--- src/rtl/calc_pkg.sv ---
// Shared types, widths and normalization helpers for the calculator
// operand-entry front end.
package calc_pkg;

  localparam int OPERAND_W = 3;
  localparam int RESULT_W  = 4;

  localparam logic [OPERAND_W-1:0] NEG_ZERO_OPERAND = 3'b100;
  localparam logic [RESULT_W-1:0]  NEG_ZERO_RESULT  = 4'b1000;

  typedef enum logic [2:0] {
    GET_A   = 3'd0,
    GET_B   = 3'd1,
    GET_OP  = 3'd2,
    COMPUTE = 3'd3,
    SHOW    = 3'd4
  } state_t;

  // Sign-magnitude negative zero folds to +0 so downstream logic sees one zero.
  function automatic logic [OPERAND_W-1:0] norm_operand(input logic [OPERAND_W-1:0] v);
    return (v == NEG_ZERO_OPERAND) ? '0 : v;
  endfunction

  function automatic logic [RESULT_W-1:0] norm_result(input logic [RESULT_W-1:0] v);
    return (v == NEG_ZERO_RESULT) ? '0 : v;
  endfunction

endpackage

--- src/rtl/btn_debounce.sv ---
// Raw button conditioning: multi-flop synchronizer, stability counter and a
// single-cycle pulse on each accepted press.
module btn_debounce #(
  parameter int SYNC_STAGES     = 2,
  parameter int DEBOUNCE_CYCLES = 16
) (
  input  logic clk,
  input  logic rst_n,
  input  logic btn_raw,
  output logic pulse
);

  localparam int CNT_W = (DEBOUNCE_CYCLES > 2) ? $clog2(DEBOUNCE_CYCLES) : 1;
  localparam logic [CNT_W-1:0] CNT_MAX = CNT_W'(DEBOUNCE_CYCLES - 1);

  logic [SYNC_STAGES-1:0] sync_q;
  logic [CNT_W-1:0]       cnt;
  logic                   level;
  logic                   synced;

  assign synced = sync_q[SYNC_STAGES-1];

  // The pulse is raised on the same edge the stable level rises, so it
  // coincides with the first cycle the press is accepted.
  always_ff @(posedge clk or negedge rst_n) begin
    if (!rst_n) begin
      sync_q <= '0;
      cnt    <= '0;
      level  <= 1'b0;
      pulse  <= 1'b0;
    end else begin
      sync_q <= {sync_q[SYNC_STAGES-2:0], btn_raw};
      pulse  <= 1'b0;
      if (synced != level) begin
        if (cnt == CNT_MAX) begin
          level <= synced;
          cnt   <= '0;
          pulse <= synced;
        end else begin
          cnt <= cnt + 1'b1;
        end
      end else begin
        cnt <= '0;
      end
    end
  end

endmodule

--- src/rtl/calc_entry_sequencer.sv ---
// Operand-entry sequencer: captures A, B and the operation on debounced
// ENTER presses, feeds the adder, and holds its normalized result.
module calc_entry_sequencer
  import calc_pkg::*;
#(
  parameter int DEBOUNCE_CYCLES = 16,
  parameter int SYNC_STAGES     = 2
) (
  input  logic                 clk,
  input  logic                 rst_n,
  input  logic [OPERAND_W-1:0] sw_val,
  input  logic                 sw_op,
  input  logic                 btn_enter,
  input  logic                 btn_clear,
  output logic [OPERAND_W-1:0] op_a,
  output logic [OPERAND_W-1:0] op_b,
  output logic                 op_sub,
  input  logic [RESULT_W-1:0]  sum_in,
  output logic [RESULT_W-1:0]  result,
  output logic                 result_valid,
  output logic [2:0]           state_o
);

  state_t               state, state_n;
  logic [OPERAND_W-1:0] op_a_n, op_b_n;
  logic                 op_sub_n;
  logic [RESULT_W-1:0]  result_n;
  logic                 result_valid_n;
  logic                 enter_p, clear_p;

  btn_debounce #(.SYNC_STAGES(SYNC_STAGES), .DEBOUNCE_CYCLES(DEBOUNCE_CYCLES)) u_enter (
    .clk     (clk),
    .rst_n   (rst_n),
    .btn_raw (btn_enter),
    .pulse   (enter_p)
  );

  btn_debounce #(.SYNC_STAGES(SYNC_STAGES), .DEBOUNCE_CYCLES(DEBOUNCE_CYCLES)) u_clear (
    .clk     (clk),
    .rst_n   (rst_n),
    .btn_raw (btn_clear),
    .pulse   (clear_p)
  );

  assign state_o = state;

  always_ff @(posedge clk or negedge rst_n) begin
    if (!rst_n) begin
      state        <= GET_A;
      op_a         <= '0;
      op_b         <= '0;
      op_sub       <= 1'b0;
      result       <= '0;
      result_valid <= 1'b0;
    end else begin
      state        <= state_n;
      op_a         <= op_a_n;
      op_b         <= op_b_n;
      op_sub       <= op_sub_n;
      result       <= result_n;
      result_valid <= result_valid_n;
    end
  end

  // result_valid is a level, not a handshake: high from the end of COMPUTE
  // until the next operand entry starts or CLEAR is accepted.
  always_comb begin
    state_n        = state;
    op_a_n         = op_a;
    op_b_n         = op_b;
    op_sub_n       = op_sub;
    result_n       = result;
    result_valid_n = result_valid;
    if (clear_p) begin
      state_n        = GET_A;
      op_a_n         = '0;
      op_b_n         = '0;
      op_sub_n       = 1'b0;
      result_n       = '0;
      result_valid_n = 1'b0;
    end else begin
      case (state)
        GET_A: if (enter_p) begin
          op_a_n         = norm_operand(sw_val);
          result_valid_n = 1'b0;
          state_n        = GET_B;
        end
        GET_B: if (enter_p) begin
          op_b_n  = norm_operand(sw_val);
          state_n = GET_OP;
        end
        GET_OP: if (enter_p) begin
          op_sub_n = sw_op;
          state_n  = COMPUTE;
        end
        // One cycle for the combinational adder to settle; ENTER is dropped here.
        COMPUTE: begin
          result_n       = norm_result(sum_in);
          result_valid_n = 1'b1;
          state_n        = SHOW;
        end
        SHOW: if (enter_p) begin
          result_valid_n = 1'b0;
          state_n        = GET_A;
        end
        default: state_n = GET_A;
      endcase
    end
  end

endmodule

--- config.mk ---
export PLATFORM = sky130hd
export DESIGN_NAME = calc_entry_sequencer
export DESIGN_NICKNAME = d
export VERILOG_FILES = /design/src/rtl/calc_pkg.sv /design/src/rtl/btn_debounce.sv /design/src/rtl/calc_entry_sequencer.sv
export SDC_FILE = /design/constraint.sdc
export NUM_CORES = 1
export LEC_CHECK = 0
export BUFFER_PORTS_ARGS = -buffer_cell sky130_fd_sc_hd__buf_2
export CAP_MARGIN = 5
export CORE_MARGIN = 2
export CORE_UTILIZATION = 58
export CTS_BUF_LIST = sky130_fd_sc_hd__clkbuf_2 sky130_fd_sc_hd__clkbuf_4 sky130_fd_sc_hd__clkbuf_8
export DETAILED_ROUTE_END_ITERATION = 12
export GPL_TIMING_DRIVEN = 0
export PLACE_DENSITY = 0.89
export SLEW_MARGIN = 25
export SYNTH_ARGS = -nofsm -noshare
export SYNTH_HDL_FRONTEND = slang
export SYNTH_HIERARCHICAL = 1
export SYNTH_SLANG_ARGS = --single-unit
export TNS_END_PERCENT = 1
--- constraint.sdc ---
create_clock -name clk -period 2.4 [get_ports clk]
set_clock_uncertainty 0.05 [all_clocks]
set_input_delay 0.24 -clock clk [delete_from_list [all_inputs] [get_ports clk]]
set_output_delay 0.24 -clock clk [all_outputs]
set_load 0.02 [all_outputs]
==> out/metrics.cfg, run 1 <==
[pwr]
power_switching_mw = 0.220
peakVddDrop_mv = 0.473
swShare_pct = 21.4
powerDensity_nw_per_um2 = 638
clock_power_share_pct = 41.1
power.leakage_nw = 0.797
p_seq_share_pct = 53.3
p_comb_share_pct = 5.5
power.internal_mw = 0.808

[synth]
syn_avg_cell_area_um2 = 12.8
ys_seq_area_share_pct = 58.4
yosys_warnings = 6
synthCells = 104
ys_dominant_reg_cell = dfrtp_1
yosysTopAreaCell = dfrtp_1
ys_types = 29
synth_top_area_share_pct = 58.4
synth-edff-count = 0
yosys-top-cells-area = dfrtp_1, mux2i_1, nor2_1, a21oi_1, xnor2_1
ys_ff_latch = 31
async_flop_share_pct = 100
yosys.cell_count.top_type = dfrtp_1
syn-cell-area_um2 = 1330
synthTopCellsByCount = dfrtp_1, nor2_1, mux2i_1
synth_nets = 118

[placed_design]
dp_hpwl_um = 1780
portBuffers = 26
gp_congestion = 0.680
dpl_cell_area_um2 = 1490

[critical_path]
critPathMaxFanout = 9
critPathMaxStageDelay_ps = 510
cp_data_arrival_time_ps = 1620
worstPathCellList = nor4b_4 -> mux2i_1 -> nor2_1
critPathKind = register to register
critical-path-slowest-cell = dfrtp_1
cp_data_required_time_ps = 2550
start_kind = register
crit_family = simple AND/OR/NAND/NOR gates
end_kind = register
cp.buffers_inverters = 0

[cts]
numCtsBuffers = 5
ctsResizeCount = 0
clk_latency_ps = 320
clkTransAtPathRegs_ps = 100
cts_buffer_depth = 2
htree_levels = 2
clock_sinks = 31
root_buffer = clkbuf_4
cts_tree = yes

[layout]
design_area_um2 = 1610
drive_gt1_share_pct = 32.6
n_antenna_cell = 0
syn2layout_area_growth_pct = 21.2
seqCellArea_um2 = 776
fillers = 146
layout.nets = 154
multi_input_area_um2 = 522

[floorplanning]
die_area_um2 = 2690
fp.dieH_um = 51.9
die_w_um = 51.9
io_pins = 27
core_area_um2 = 2190
rows = 17
start_util_pct = 60.7

[timing]
max_freq_mhz = 681
rsz0062_at_grt = false
hold_violations = 0
period_needed_ps = 1470
finalMaxSlewViolations = 0
fin_crit_sh_pct = 61.2
worstMarginPinSlew_ps = 652
maxSlewHeadroom_pct = 56.5
setup_tns_ps = 0
setup_viol = 0

[run]
max-cap-violations = 0

[grt]
antenna_found_initial = 0
overflow = 0
grt_pass1_wl_um = 4360
track_usage_pct = 22.8
grt_pass1_vias = 984
grt_max_degree = 32

[worst_hold_path]
hp-class = input pin to register

[drt]
drc = 0
post_drt_wl_per_cell_um = 14.9
vias_per_cell = 5.38
first_iter_violations = 10
num_vias = 910
drtAntennaViolNets = 0
routed_wl_um = 2520
drtPass1Iterations = 4

[status]
status = finished, final reports clean

[placed cells by master (no fill, tap or decap), drive strengths merged]
cell type and count:
nand4b 2, buf 28, nor2 13, dfrtp 31, nand3 2, and2b 2, clkbuf 7, bufinv 1
nand4 1, a21oi 7, inv 3, dlygate4sd3 3, ha 2, o21ai 4, nand3b 2, nor2b 2
mux2 2, nand2 1, and4bb 2, nor4b 1, clkinv 1, xnor2 4, mux2i 12, nor3 2
nor3b 4, or3 1, o21a 1
[cell type report]
class,count,share of cell area [%]
buffer,3,1.24
clock buffer,6,3.19
clock inverter,2,2.18
inverter,3,0.699
multi-input combinational,67,32.4
sequential,31,48.2
tap,28,2.18
timing repair buffer,29,9.95
[state kept, by name (all words and copies together), names as in the netlist]
signal          cells
state_o             3
u_clear/pulse       1
u_enter/level       1
u_enter/cnt         4
u_enter/pulse       1
op_sub              1
op_a                3
op_b                3
result_valid        1
u_enter/sync_q      2
u_clear/sync_q      2
result              4
u_clear/cnt         4
u_clear/level       1
[power by group through the flow]
stage	Combinational [mW]	Clock, mW	Sequential (mW)
2_1_floorplan	0.0224	0	0.560
3_3_place_gp	0.0504	0	0.557
3_5_place_dp	0.0538	0	0.559
4_1_cts	0.0584	0.427	0.548
5_1_grt	0.0646	0.450	0.551
6_report	0.0569	0.423	0.548
[worst reg2reg max path: cells and delay by family, from the launching register on]
| kind | cells | cell delay (ps) |
|---|---|---|
| AND/OR/NAND/NOR | 2 | 530 |
| flip-flops | 1 | 510 |
| multiplexers | 1 | 270 |
[final timing paths]
| path | from | endpoint | slack [ps] | cells after the start |
|---|---|---|---|---|
| setup / recovery | state_o[2] | op_a[1] | 930 | 3 |
| hold / removal | sw_op | op_sub | 130 | 3 |
| setup reg to reg | state_o[2] | op_a[1] | 930 | 3 |
| hold reg to reg | u_enter/sync_q[0] | u_enter/sync_q[1] | 310 | 0 |
| max in group asynchronous | rst_n | u_enter/pulse | 1450 | 2 |
| min in group asynchronous | rst_n | u_clear/pulse | 430 | 2 |
[what timing repair did]
item / CTS / global route
hold endpoints to repair: 33 / 0
setup buffers: 0 / 0
hold buffers: 3 / 0
endpoints found under the setup margin: 0 / 0
[metal layers]
layer | GRT usage, % | vias to the layer above | wire [µm]
met5 | 0 | - | 0
met4 | 11.0 | 0 | 42
met3 | 6.61 | 7 | 85
met2 | 37.3 | 17 | 1340
met1 | 27.5 | 452 | 1060
li1 | - | 434 | -
[stage by stage]
stage          total power, mW  hold WS (ps)  instances  util [%]  setup slack [ps]
2_1_floorplan            0.582          -106        104         -              1020
3_3_place_gp             0.608           257        158      68.2              1050
3_5_place_dp             0.612           256        158      68.2               964
4_1_cts                   1.03           122        169      73.5               954
5_1_grt                   1.07           142        169      73.5               886
6_report                  1.03           133        169      73.5               932
[kinds of logic (layout without fill, tap and decap cells)]
family                   count (synthesis)  after routing  synth area share (%)
multiplexers                            14             14                  11.3
flip-flops                              31             31                  58.4
AO/OA/AOI/OAI                           12             12                  4.71
AND/OR/NAND/NOR                         35             35                  18.7
XOR/XNOR                                 4              4                  2.64
buffers and inverters                    6             43                  2.35
adder cells (fa/ha/maj)                  2              2                  1.88
Note: power is estimated with default switching activity, not from simulation.
==> inputs of run 2 (changes only) <==
--- a/config.mk
+++ b/config.mk
@@ -8,11 +8,11 @@
 export BUFFER_PORTS_ARGS = -buffer_cell sky130_fd_sc_hd__buf_2
 export CAP_MARGIN = 5
 export CORE_MARGIN = 2
-export CORE_UTILIZATION = 58
+export CORE_UTILIZATION = 50
 export CTS_BUF_LIST = sky130_fd_sc_hd__clkbuf_2 sky130_fd_sc_hd__clkbuf_4 sky130_fd_sc_hd__clkbuf_8
 export DETAILED_ROUTE_END_ITERATION = 12
 export GPL_TIMING_DRIVEN = 0
-export PLACE_DENSITY = 0.89
+export PLACE_DENSITY = 0.82
 export SLEW_MARGIN = 25
 export SYNTH_ARGS = -nofsm -noshare
 export SYNTH_HDL_FRONTEND = slang
==> constraint.sdc (replaced) <==
create_clock -name clk -period 1.3 [get_ports clk]
set_clock_uncertainty 0.05 [all_clocks]
set_input_delay 0.13 -clock clk [delete_from_list [all_inputs] [get_ports clk]]
set_output_delay 0.13 -clock clk [all_outputs]
set_load 0.02 [all_outputs]
==> run 2 against run 1 <==
Net effect: the flow now finishes with violations (negative setup slack); maximum frequency up 3.3%; register-to-register slack worse by 1100 ps; non-clock buffer count up 3; combinational power up 86%; total power up 63%; clock power up 33%; via count up 2.4%; wire length up 2.9%; largest cell class unchanged.
==> out/metrics.cfg, run 2 (synthesis gave the netlist of run 1 again) <==
[floorplanning]
core_area_um2 = 2500
start_util_pct = 53.2
io_pins = 27
rows = 18
die_w_um = 55.6
die_area_um2 = 3090
fp.dieH_um = 55.6

[critical_path]
start_kind = register
critPathMaxStageDelay_ps = 410
critical-path-slowest-cell = dfrtp_2
worstPathCellList = buf_6 -> nor4b_4 -> mux2i_1 -> nor2_1
critPathKind = register to register
cp_data_arrival_time_ps = 1560
crit_family = simple AND/OR/NAND/NOR gates
cp.buffers_inverters = 1
critPathMaxFanout = 3
cp_data_required_time_ps = 1440
end_kind = register

[layout]
layout_common_cells = dfrtp_1, buf_2, mux2i_1, nor2_1
n_antenna_cell = 0
design_area_um2 = 1630
reg.largest.list = result x4, u_clear/cnt x4, u_enter/cnt x4
layout_commonest_cell = dfrtp_1
syn2layout_area_growth_pct = 22.6
layout.nets = 157
drive_gt1_share_pct = 37.5
fin_cells = 174

[pwr]
finalPower_mw = 1.68
swShare_pct = 23.2
peakVddDrop_mv = 0.801
power.internal_mw = 1.29
p_seq_share_pct = 60.3
power.leakage_nw = 0.832
powerDensity_nw_per_um2 = 1030
clock_power_share_pct = 33.4
p_comb_share_pct = 6.3
power_switching_mw = 0.389

[grt]
grt_pass1_vias = 945
grt_pass1_wl_um = 4360
overflow = 0
grt_max_degree = 32
antenna_found_initial = 0
track_usage_pct = 18.7

[timing]
hold_violations = 0
max_freq_mhz = 704
maxSlewHeadroom_pct = 55.5
period_needed_ps = 1420
worstMarginPinSlew_ps = 667
fin_crit_sh_pct = 109
rsz0062_at_grt = true
finalMaxSlewViolations = 0
setup_ws_ps = -121
setup_viol = 7

[drt]
vias_per_cell = 5.36
num_vias = 932
drtPass1Iterations = 4
drc = 0
first_iter_violations = 14
post_drt_wl_per_cell_um = 14.9
drtAntennaViolNets = 0
routed_wl_um = 2590

[status]
status = finished, violations left
violations = negative setup slack

[cts]
clk_latency_ps = 330
root_buffer = clkbuf_4
numCtsBuffers = 5
htree_levels = 2
cts_buffer_depth = 2
clock_sinks = 31
cts_tree = yes
clkTransAtPathRegs_ps = 100

[placed_design]
gp_congestion = 0.734
dpl_cell_area_um2 = 1500
dp_cells = 160
portBuffers = 26
dp_hpwl_um = 1810

[run]
max-cap-violations = 0

[worst_hold_path]
hp-class = input pin to register

run 2: cell count changes in the layout (fill, tap and decap cells not counted), sizes merged:
cell,before,now
bufinv,1,0
clkbuf,7,8
buf,28,31
run 2: what timing repair did:
item / CTS / global route
gates resized for setup: 0 / 5
setup buffers: 3 / 0
hold endpoints to repair: 33 / 0
setup endpoints to repair: 6 / 16
pin swaps: 1 / 1
hold buffers: 3 / 0
run 2: metal layers:
layer | global-route usage (%) | vias up | part of all wire, % | wire length, µm
met5 | 0 | - | 0 | 0
met4 | 7.32 | 0 | 2.1 | 54
met3 | 6.79 | 8 | 4.9 | 126
met2 | 31.3 | 23 | 54 | 1390
li1 | - | 439 | - | -
met1 | 21.9 | 462 | 40 | 1030
run 2: cell type report:
cell class	instances	area, µm²
repair buffers	32	183
clock inverters	1	5.00
inverters	3	11.3
plain buffers	3	26.3
multi-input cells	67	536
clock buffers	7	52.6
flip-flops and latches	31	778
fillers	195	871
well taps	30	37.5
run 2: through the flow:
step / setup TNS (ps) / hold WS (ps) / utilization (%) / worst slack [ps]
2_1_floorplan: -342 / -216 / - / -61.7
3_3_place_gp: -223 / 144 / 60.2 / -76.5
3_5_place_dp: -370 / 158 / 60.2 / -117
4_1_cts: -481 / 4.59 / 64.6 / -119
5_1_grt: -1150 / 18.8 / 65.2 / -198
6_report: -534 / 11.1 / 65.2 / -121
run 2: tightest hold or removal path, stage by stage:
cell	delay, ps
buf_2	90
mux2i_1	60
nor2_1	80
run 2: path summary, 6_finish.rpt:
check	start	end	slack, ps	cells after the start
hold / removal	sum_in[0]	result[0]	10	3
hold reg to reg	u_enter/sync_q[0]	u_enter/sync_q[1]	310	0
min in group asynchronous	rst_n	u_enter/cnt[3]	310	2
setup / recovery	state_o[0]	op_a[1]	-120	4
setup reg to reg	state_o[0]	op_a[1]	-120	4
max in group asynchronous	rst_n	state_o[2]	420	2
run 2: power groups by stage:
stage,logic [mW],clock network [mW],registers [mW]
after detailed placement,0.0993,0,1.03
after global routing,0.121,0.632,1.02
after floorplan,0.0415,0,1.03
after global placement,0.0936,0,1.03
final,0.106,0.561,1.01
after CTS,0.108,0.575,1.01
